<file path="src/rtl/branch_hazard_ctrl.sv">
// Stall/redirect sequencer for ID-stage branch and JALR resolution.
// Optional perf counters are enabled by defining BRANCH_HAZARD_PERF_EN.
module branch_hazard_ctrl #(
  parameter int RF_AW = 5
) (
  input  logic             clk,
  input  logic             rst_n,
  input  logic [RF_AW-1:0] id_rs1,
  input  logic [RF_AW-1:0] id_rs2,
  input  logic             id_branch,
  input  logic             id_jalr,
  input  logic             id_jal,
  input  logic             br_taken,
  input  logic [RF_AW-1:0] id_ex_rd,
  input  logic [RF_AW-1:0] ex_mem_rd,
  input  logic             id_ex_reg_we,
  input  logic             ex_mem_reg_we,
  input  logic             id_ex_mem_re,
  input  logic             ex_mem_mem_re,
  input  logic             ext_stall,
  output logic             pc_we,
  output logic             if_id_we,
  output logic             id_ex_bubble,
  output logic             if_id_flush,
  output logic             pc_redirect,
  output logic             hz_busy
`ifdef BRANCH_HAZARD_PERF_EN
  ,
  output logic [31:0]      perf_stall_cyc,
  output logic [31:0]      perf_redirects
`endif
);

  typedef enum logic {RUN, HOLD} state_t;

  state_t     state, state_nxt;
  logic       cnt, cnt_nxt;
  logic       use_rs2, reads_reg;
  logic       ex_hit, mem_hit;
  logic [1:0] need;
  logic       redirect_cond;

  // JALR outranks a simultaneous branch flag, so rs2 is only live for a pure branch.
  assign use_rs2   = id_branch & ~id_jalr;
  assign reads_reg = id_branch | id_jalr;

  assign ex_hit  = id_ex_reg_we && (id_ex_rd != '0) &&
                   ((id_ex_rd == id_rs1) || (use_rs2 && (id_ex_rd == id_rs2)));
  assign mem_hit = ex_mem_reg_we && (ex_mem_rd != '0) &&
                   ((ex_mem_rd == id_rs1) || (use_rs2 && (ex_mem_rd == id_rs2)));

  assign redirect_cond = id_jalr ? 1'b1 : (id_branch ? br_taken : id_jal);

  always_comb begin
    need = 2'd0;
    if (reads_reg) begin
      if (ex_hit && id_ex_mem_re)                 need = 2'd2;
      else if (ex_hit || (mem_hit && ex_mem_mem_re)) need = 2'd1;
    end
  end

  always_comb begin
    // NOTE: every combinational output gets a default first so no path leaves it unassigned (no latches).
    state_nxt    = state;
    cnt_nxt      = cnt;
    pc_we        = 1'b0;
    if_id_we     = 1'b0;
    id_ex_bubble = 1'b0;
    if_id_flush  = 1'b0;
    pc_redirect  = 1'b0;
    if (!ext_stall) begin
      unique case (state)
        RUN: begin
          if (need != 2'd0) begin
            id_ex_bubble = 1'b1;
            if (need == 2'd2) begin
              state_nxt = HOLD;
              cnt_nxt   = 1'b0;
            end
          end else begin
            pc_we       = 1'b1;
            if_id_we    = 1'b1;
            pc_redirect = redirect_cond;
            if_id_flush = redirect_cond;
          end
        end
        HOLD: begin
          id_ex_bubble = 1'b1;
          if (cnt == 1'b0) state_nxt = RUN;
          else             cnt_nxt   = cnt - 1'b1;
        end
        default: state_nxt = RUN;
      endcase
    end
  end

  assign hz_busy = (state == HOLD);

  // NOTE: state registers use non-blocking assignments so all flops update from pre-edge values.
  always_ff @(posedge clk or negedge rst_n) begin
    if (!rst_n) begin
      state <= RUN;
      cnt   <= 1'b0;
    end else begin
      state <= state_nxt;
      cnt   <= cnt_nxt;
    end
  end

`ifdef BRANCH_HAZARD_PERF_EN
  always_ff @(posedge clk or negedge rst_n) begin
    if (!rst_n) begin
      perf_stall_cyc <= '0;
      perf_redirects <= '0;
    end else begin
      if (id_ex_bubble) perf_stall_cyc <= perf_stall_cyc + 32'd1;
      if (pc_redirect)  perf_redirects <= perf_redirects + 32'd1;
    end
  end
`endif

endmodule

</file>
<file path="config.mk">
export PLATFORM = sky130hd
export DESIGN_NAME = branch_hazard_ctrl
export DESIGN_NICKNAME = d
export VERILOG_FILES = /design/src/rtl/branch_hazard_ctrl.sv
export SDC_FILE = /design/constraint.sdc
export NUM_CORES = 1
export LEC_CHECK = 0
export CORE_UTILIZATION = 26
export CTS_BUF_LIST = sky130_fd_sc_hd__clkbuf_16
export DETAILED_ROUTE_END_ITERATION = 8
export PLACE_DENSITY = 0.81
export SYNTH_ARGS = -nofsm -noshare
export SYNTH_HDL_FRONTEND = slang
export SYNTH_SLANG_ARGS = --single-unit
</file>
<file path="constraint.sdc">
create_clock -name clk -period 1.9 [get_ports clk]
set_input_delay 0.38 -clock clk [delete_from_list [all_inputs] [get_ports clk]]
set_output_delay 0.38 -clock clk [all_outputs]
set_load 0.1 [all_outputs]
</file>
# [Word-level counts from Yosys, hierarchy flattened]
# Cells that the tools add are included.
[word_totals] regBits=2 in_bits=31 elab_cells=52
[classes] add_sub_neg=1 eq_ne=7 n_mux=22 bitwise_logic=5 reduce_logical=15
[ops] operator="$eq A5 B5 Y1" count=4
[ops] operator="$mux W1" count=17
[ops] operator="$reduce_bool A5 Y1" count=2
[ops] operator="$logic_and A1 B1 Y1" count=8
[ops] operator="$pmux W1 S2" count=3
[ops] operator="$mux W2" count=2
[ops] operator="$ne A2 B2 Y1 const B" count=2
[ops] operator="$logic_or A1 B1 Y1" count=3
[ops] operator="$not A1 Y1" count=3
[ops] operator="$reduce_and A3 Y1" count=1
[ops] operator="$eq A2 B2 Y1 const B" count=1
[ops] operator="$reduce_bool A2 Y1" count=1
[ops] operator="$and A1 B1 Y1" count=1
[ops] operator="$or A1 B1 Y1" count=1
[ops] operator="$sub A1 B1 Y1 const B" count=1

# [Longest topological paths before layout]
# Gate-level depths: netlist of the first run.
[logic_depth] word_depth=14 mapped_depth=6 mapped_depth_nobuf=5

# [Worst setup path before layout of the first run]
# Ideal clock, no wire load.
[synth_timing] kind="input port to output port" start="in id_ex_rd[1]" end="out pc_we" t_arrival_ns=3.857 slack_ns=-2.337 stages=5 path_cell_list="or4_4 -> o221ai_2 -> o22ai_2 -> nor3_1 -> buf_4"
[synth_between] elab_chain_len=12
[synth_lines] item="start: declaration" line="14" source="input logic [RF_AW-1:0] id_ex_rd,"
[synth_lines] item="$eq A5 B5 Y1" line="48" source="((id_ex_rd == id_rs1) || (use_rs2 && (id_ex_rd == id_rs2)));"
[synth_lines] item="$logic_and A1 B1 Y1" line="48"
[synth_lines] item="$logic_or A1 B1 Y1" line="48"
[synth_lines] item="$logic_and A1 B1 Y1 *" line="47" source="assign ex_hit = id_ex_reg_we && (id_ex_rd != '0) &&"
[synth_lines] item="$logic_or A1 B1 Y1" line="58" source="else if (ex_hit || (mem_hit && ex_mem_mem_re)) need = 2'd1;"
[synth_lines] item="$mux W1" line="58"
[synth_lines] item="$mux W2 *" line="57" source="if (ex_hit && id_ex_mem_re) need = 2'd2;"
[synth_lines] item="$mux W2 *" line="56" source="if (reads_reg) begin"
[synth_lines] item="$reduce_bool A2 Y1 *" line="74" source="if (need != 2'd0) begin"
[synth_lines] item="$mux W1 * (3 in a row)"
[synth_lines] item="end: declaration" line="21" source="output logic pc_we,"
# Mark *: on every way between the ends. The rest lies on a longest branch, timed or not.

# [Worst setup path after layout of the first run]
[layout_timing] start="in id_ex_rd[0]" end="out if_id_we"
[layout_between] elab_chain_len=12
[layout_lines] item="$eq A5 B5 Y1" line="48"
[layout_lines] item="$logic_and A1 B1 Y1" line="48"
[layout_lines] item="$logic_or A1 B1 Y1" line="48"
[layout_lines] item="$logic_and A1 B1 Y1 *" line="47"
[layout_lines] item="$logic_or A1 B1 Y1" line="58"
[layout_lines] item="$mux W1" line="58"
[layout_lines] item="$mux W2 *" line="57"
[layout_lines] item="$mux W2 *" line="56"
[layout_lines] item="$reduce_bool A2 Y1 *" line="74"
[layout_lines] item="$mux W1 *" line="74"
[layout_lines] item="$mux W1 *" line="72" source="unique case (state)"
[layout_lines] item="$mux W1 *" line="71" source="if (!ext_stall) begin"
[layout_lines] item="end: declaration" line="22" source="output logic if_id_we,"
# Marked as above.

==> metrics.txt, run 1 <==
Area after DPL 942.2 um2; Post-Syn Nets 81; Via Count 588; Final setup viols 6; diode count 0; Die Wd 41.12 um; Slew headroom 0.8109; worst slew pin tran 0.2813 ns; skew final 0 ns; first-pass GRT wire length 2228 um; Core Rows 13; starting density of the core 0.2912; Mapped Cells 50; met2 wire length 1007 um; Pwr Total 0.2946 mW; DRC 0; Area growth syn-to-layout 158.8%; syn avg cell area 7.958 um2; initial antenna violation count 0; Clk Latency, worst-skew pair 0 ns; wirelength, routed 1723 um; WS Path Type in2out; DRT Pass-1 Iters 4; Initial DRC Count 5; Critical Path Source Type primary input; FF+latch count, synth 1; endpoint class of the critical path output pin; Core Region 0.001366 mm2; yosys warns 0; Final HPWL DP 1172 um; post-layout min period 2.244 ns; DR WL met3 138 um; # fillers 90; layout cells sized above 1 0.5196; io pins 37; register area share after synthesis 0.06289; Util after Layout 0.7537; WP data arrival 1.86 ns; DR top layer met4; design area 0.001030 mm2; final worst setup slack -0.3437 ns; Die ar. 0.001691 mm2; Overflow after GRT 0; Final Hold Vio Count 0; max frequency 445.7 MHz; LEAKAGE 0.4412 nW; max cap viols 0; Mapped Area 397.9 um2; Max Slew Vio Count 0; DIE HEIGHT 41.12 um; distinct cell type count after synthesis 17; Port Buffers 36; period utilization 1.181; Worst IR Drop VDD 0.1336 mV; power per cell area 286.1 mW/mm2; met1 WL 565 um; Critical Path RT 1.52 ns; vias in the first global route 600; failing checks setup timing; CTS clk-pin slew, worst paths 0 ns; vias per cell 5.026; RSZ-0062 raised after global routing yes; hold_buf cts 0; RD Place Congestion 0.8041; status complete, but fails checks; Largest register FFs 1; GRT Util Overall 0.1929; largest net degree at the start of global routing 6; post-route ant nets 0; worst hold path type in2async; Nets 135; WL per Instance 14.73 um; CP max FO 3
[cell type report]
cell class	count	area [um2]	area share
Sequential cell	1	25.02	0.02430
Timing Repair Buffer	54	530.5	0.5152
Tap cell	15	18.77	0.01823
Multi-Input combinational cell	47	455.4	0.4423
[where the power goes]
group          switching (mW)  internal (mW)
Clock                       0              0
Sequential           0.000589         0.0219
Combinational           0.140          0.132
[worst paths after layout]
check / slack, ns / cells past startpoint / from / end
setup reg to reg: 0.89 / 3 / hz_busy / hz_busy
hold / removal: 0.53 / 1 / rst_n / hz_busy
hold reg to reg: 0.70 / 2 / hz_busy / hz_busy
setup / recovery: -0.34 / 7 / id_ex_rd[0] / if_id_we
min in group clk: 0.70 / 2 / hz_busy / hz_busy
max in group asynchronous: 1.27 / 1 / rst_n / hz_busy
[cell usage in the layout (no fill, tap or decap), types with 2 or more instances in the layout]
cell type,count
nand2_1,3
nor4_2,2
xor2_2,2
buf_2,4
xor2_1,18
clkdlybuf4s50_1,8
clkdlybuf4s15_1,3
dlygate4sd2_1,8
a22oi_2,2
nor2_1,5
buf_6,5
nor3_1,2
buf_12,6
buf_4,15
clkbuf_2,3
[metrics by stage]
| stage | setup slack (ns) | cells | hold slack [ns] | TNS [ns] |
|---|---|---|---|---|
| 6_report | -0.3437 | 117 | 0.5296 | -1.508 |
| 5_1_grt | -0.4094 | 117 | 0.5452 | -1.902 |
| 4_1_cts | -0.3073 | 114 | 0.5322 | -1.289 |
| 3_5_place_dp | -0.6990 | 110 | 0.5301 | -3.386 |
| 3_3_place_gp | -0.6568 | 110 | 0.5282 | -3.058 |
| 2_1_floorplan | -0.8219 | 50 | 0.08441 | -2.373 |
[metal layers]
metal,track usage,up-vias
li1,-,280
met1,0.1879,280
met2,0.4180,26
met3,0.01630,2
met4,0.04032,0
met5,0,-
[what timing repair did]
item | CTS | global route
gates cloned | 0 | 0
resized for setup | 61 | 12
setup buffers | 4 | 3
setup endpoints to repair | 6 | 5
pin swaps | 13 | 4
[cells in the mapped netlist, drive strengths merged]
master | n | area share
xor2 | 20 | 0.44
nor2 | 7 | 0.066
nor3 | 4 | 0.050
nand2 | 3 | 0.028
a22oi | 2 | 0.063
buf | 2 | 0.038
nor4 | 2 | 0.031
dfrtp | 1 | 0.063
mux2 | 1 | 0.028
nand2b | 1 | 0.016
o2111ai | 1 | 0.022
o21ai | 1 | 0.013
o21ba | 1 | 0.025
o221ai | 1 | 0.038
o22ai | 1 | 0.031
o31ai | 1 | 0.019
or4 | 1 | 0.028
[worst max-delay path: stages]
cell and delay [ns]:
dlygate4sd2_1 0.28, xor2_1 0.20, nor2_1 0.10, a22oi_2 0.31, o22ai_4 0.15, nor3_4 0.24
buf_12 0.21
[cells by family after synthesis]
| kind of cell | count (synthesis) | share of synthesized area |
|---|---|---|
| AO/OA/AOI/OAI | 8 | 0.2107 |
| AND/OR/NAND/NOR | 18 | 0.2201 |
| multiplexers | 1 | 0.02830 |
| buffers and inverters | 2 | 0.03772 |
| XOR/XNOR | 20 | 0.4403 |
| flip-flops | 1 | 0.06288 |
(Power assumes the default switching activity.)
==> run 2: changes to the inputs <==
--- a/config.mk
+++ b/config.mk
@@ -5,10 +5,12 @@
 export SDC_FILE = /design/constraint.sdc
 export NUM_CORES = 1
 export LEC_CHECK = 0
-export CORE_UTILIZATION = 26
+export CORE_AREA = 2 2 39 41
 export CTS_BUF_LIST = sky130_fd_sc_hd__clkbuf_16
+export CTS_CLUSTER_SIZE = 25
 export DETAILED_ROUTE_END_ITERATION = 8
-export PLACE_DENSITY = 0.81
+export DIE_AREA = 0 0 41 43
+export PLACE_DENSITY = 0.87
 export SYNTH_ARGS = -nofsm -noshare
 export SYNTH_HDL_FRONTEND = slang
 export SYNTH_SLANG_ARGS = --single-unit
==> constraint.sdc (replaced) <==
create_clock -name clk -period 2.89 [get_ports clk]
set_input_delay 0.578 -clock clk [delete_from_list [all_inputs] [get_ports clk]]
set_output_delay 0.578 -clock clk [all_outputs]
set_load 0.1 [all_outputs]
==> run 2 against run 1 <==
The flow now finishes without violations. Core utilization fell by 6.4 points. Final area fell by 7.3%. Worst setup slack improved by 0.43 ns. Worst hold slack gained 0.085 ns. Via count down 14%. Cell count decreased by 9.4%. Register-to-register slack improved by 1.0 ns. Critical endpoint is now id_ex_bubble. Largest cell class unchanged. Largest power group unchanged.
==> metrics.txt, run 2 (synthesis results as in run 1) <==
sequential share of power 0.083 (+0.007); wirelength, routed 1337 um (-22%); Die Wd 41 um (-0.29%); WS Path Type in2out; crit path max-delay cell type clkdlybuf4s50_1; diode count 0 (unchanged); vias in the first global route 489 (-19%); Initial DRC Count 3 (-2); Crit path depth 7 (unchanged); status finished, final reports clean; Final Hold Vio Count 0 (unchanged); Largest stage delay, worst path 0.44 ns (+0.13 ns); Area after DPL 885.9 um2 (-6.0%); layout cells sized above 1 0.2889 (-0.2307); design area 954.7 um2 (-7.3%); WP data arrival 2.23 ns (+0.37 ns); Area growth syn-to-layout 139.9%; R2R setup slack 1.92 ns (+1.03 ns); Crit path buffers/inverters 2 (unchanged); R2R cell count 3 (unchanged); sw power 0.08311 mW (-41%); crit path to id_ex_bubble; Worst IR Drop VDD 0.07321 mV (-45%); post-layout min period 2.807 ns; largest net degree at the start of global routing 6 (unchanged); internal power 0.09289 mW (-40%); Critical Path RT 2.31 ns (+0.79 ns); most common cell after layout, fill and taps aside xor2_1; DRC 0 (unchanged); Final HPWL DP 1117 um (-4.7%); first-pass GRT wire length 1966 um (-12%); worst hold path type reg2reg; max cap viols 0 (unchanged); CP max FO 3 (unchanged); Nets 123 (-8.9%); # fillers 114 (+27%); R2R Path Start hz_busy; Die ar. 0.001763 mm2 (+4.3%); post-route ant nets 0 (unchanged); Pwr Total 0.1760 mW (-40%); io pins 37 (unchanged); Clk Latency, worst-skew pair 0 ns (unchanged); WL per Instance 12.61 um (-14%); GRT Util Overall 0.1535 (-0.03944); Clk network pwr share 0 (unchanged); LEAKAGE 0.4550 nW (+3.1%); crit path launch id_rs2[4]; period utilization 0.9713; Core Region 0.001384 mm2 (+1.3%); vias per cell 4.783 (-4.8%); Critical Path Source Type primary input; RD Place Congestion 0.8248 (+2.6%); max frequency 356.3 MHz; Max Slew Vio Count 0 (unchanged); Core Rows 14 (+1); Port Buffers 36 (unchanged); FF-to-FF End hz_busy; setup slack at placement -0.1090 ns (+0.5900 ns); DIE HEIGHT 43 um (+4.6%); Slew headroom 0.7857 (-0.02517); worst slew pin tran 0.3181 ns (+0.03674 ns); family with the most delay on the worst path buffers and inverters; Final setup viols 0 (-6); CTS clk-pin slew, worst paths 0 ns (unchanged); switching share of power 0.4722 (-0.003730); commonest non-fill, non-tap cells in the layout xor2_1 (19), clkdlybuf4s50_1 (16), dlymetal6s2s_1 (11); endpoint class of the critical path output pin; Overflow after GRT 0 (unchanged); cell breakdown of the critical path clkdlybuf4s50_1, xor2_1, nor4_2, a22oi_2, o22ai_4, o21ba_2, buf_12; power per cell area 184.4 mW/mm2 (-36%); Largest register FFs 1 (unchanged); skew final 0 ns (unchanged); Via Count 507 (-14%); final worst setup slack 0.08302 ns (+0.4267 ns); starting density of the core 0.2875 (-0.003686); DRT Pass-1 Iters 4 (unchanged); initial antenna violation count 0 (unchanged); Combinational Power Share 0.917 (-0.007)
run 2: power groups by stage:
stage,Clock [mW],Sequential [mW],Combinational [mW]
2_1_floorplan,0,0.0158,0.0777
3_3_place_gp,0,0.0147,0.156
3_5_place_dp,0,0.0147,0.158
4_1_cts,0,0.0147,0.160
5_1_grt,0,0.0147,0.172
6_report,0,0.0147,0.161
run 2: layout make-up:
| cell class | instances | area [um2] | share of cell area |
|---|---|---|---|
| flip-flops and latches | 1 | 25.02 | 0.02621 |
| repair buffers | 42 | 484.2 | 0.5072 |
| multi-input cells | 47 | 425.4 | 0.4456 |
| well taps | 16 | 20.02 | 0.02097 |
run 2: worst register-to-register path: stages, from the launching register on:
cell and delay (ns):
dfrtp_1 0.42, nor2_1 0.16, nand2_1 0.07, o31ai_1 0.21
run 2: worst min-delay path by stage:
| stage | start | to | slack, ns | cells after the start |
|---|---|---|---|---|
| after floorplan | rst_n | hz_busy | 0.28 | 0 |
| after global placement | hz_busy | hz_busy | 0.60 | 2 |
| after detailed placement | hz_busy | hz_busy | 0.62 | 2 |
| after CTS | hz_busy | hz_busy | 0.62 | 2 |
| after global routing | hz_busy | hz_busy | 0.65 | 2 |
| final | hz_busy | hz_busy | 0.61 | 2 |
run 2: through the flow:
stage	hold slack, ns	utilization	cells	TNS [ns]
2_1_floorplan	0.2824	-	50	-0.2280
3_5_place_dp	0.6160	0.6401	105	-0.3098
3_3_place_gp	0.6002	0.6401	105	-0.2110
6_report	0.6149	0.6899	106	0
4_1_cts	0.6155	0.6519	106	0
5_1_grt	0.6533	0.6899	106	-0.006133
run 2: repair_timing:
action | CTS | global route
buffers inserted | 1 | 0
endpoints found under the setup margin | 3 | 5
pin swaps | 4 | 9
gates resized for setup | 5 | 17
hold buffers | 0 | 0
run 2: per-layer routing:
layer	vias to the layer above	GRT usage	share of wire
met5	-	0	0
met4	0	0	0
met3	0	0.005236	0.11
met2	29	0.2906	0.53
met1	221	0.1891	0.37
li1	257	-	-
==> run 3: changes to the inputs <==
--- a/config.mk
+++ b/config.mk
@@ -5,6 +5,7 @@
 export SDC_FILE = /design/constraint.sdc
 export NUM_CORES = 1
 export LEC_CHECK = 0
+export CAP_MARGIN = 40
 export CORE_AREA = 2 2 39 41
 export CTS_BUF_LIST = sky130_fd_sc_hd__clkbuf_16
 export CTS_CLUSTER_SIZE = 25
==> results of run 3 <==
Same layout as run 2: the final DEF is identical, and so are final timing and power.
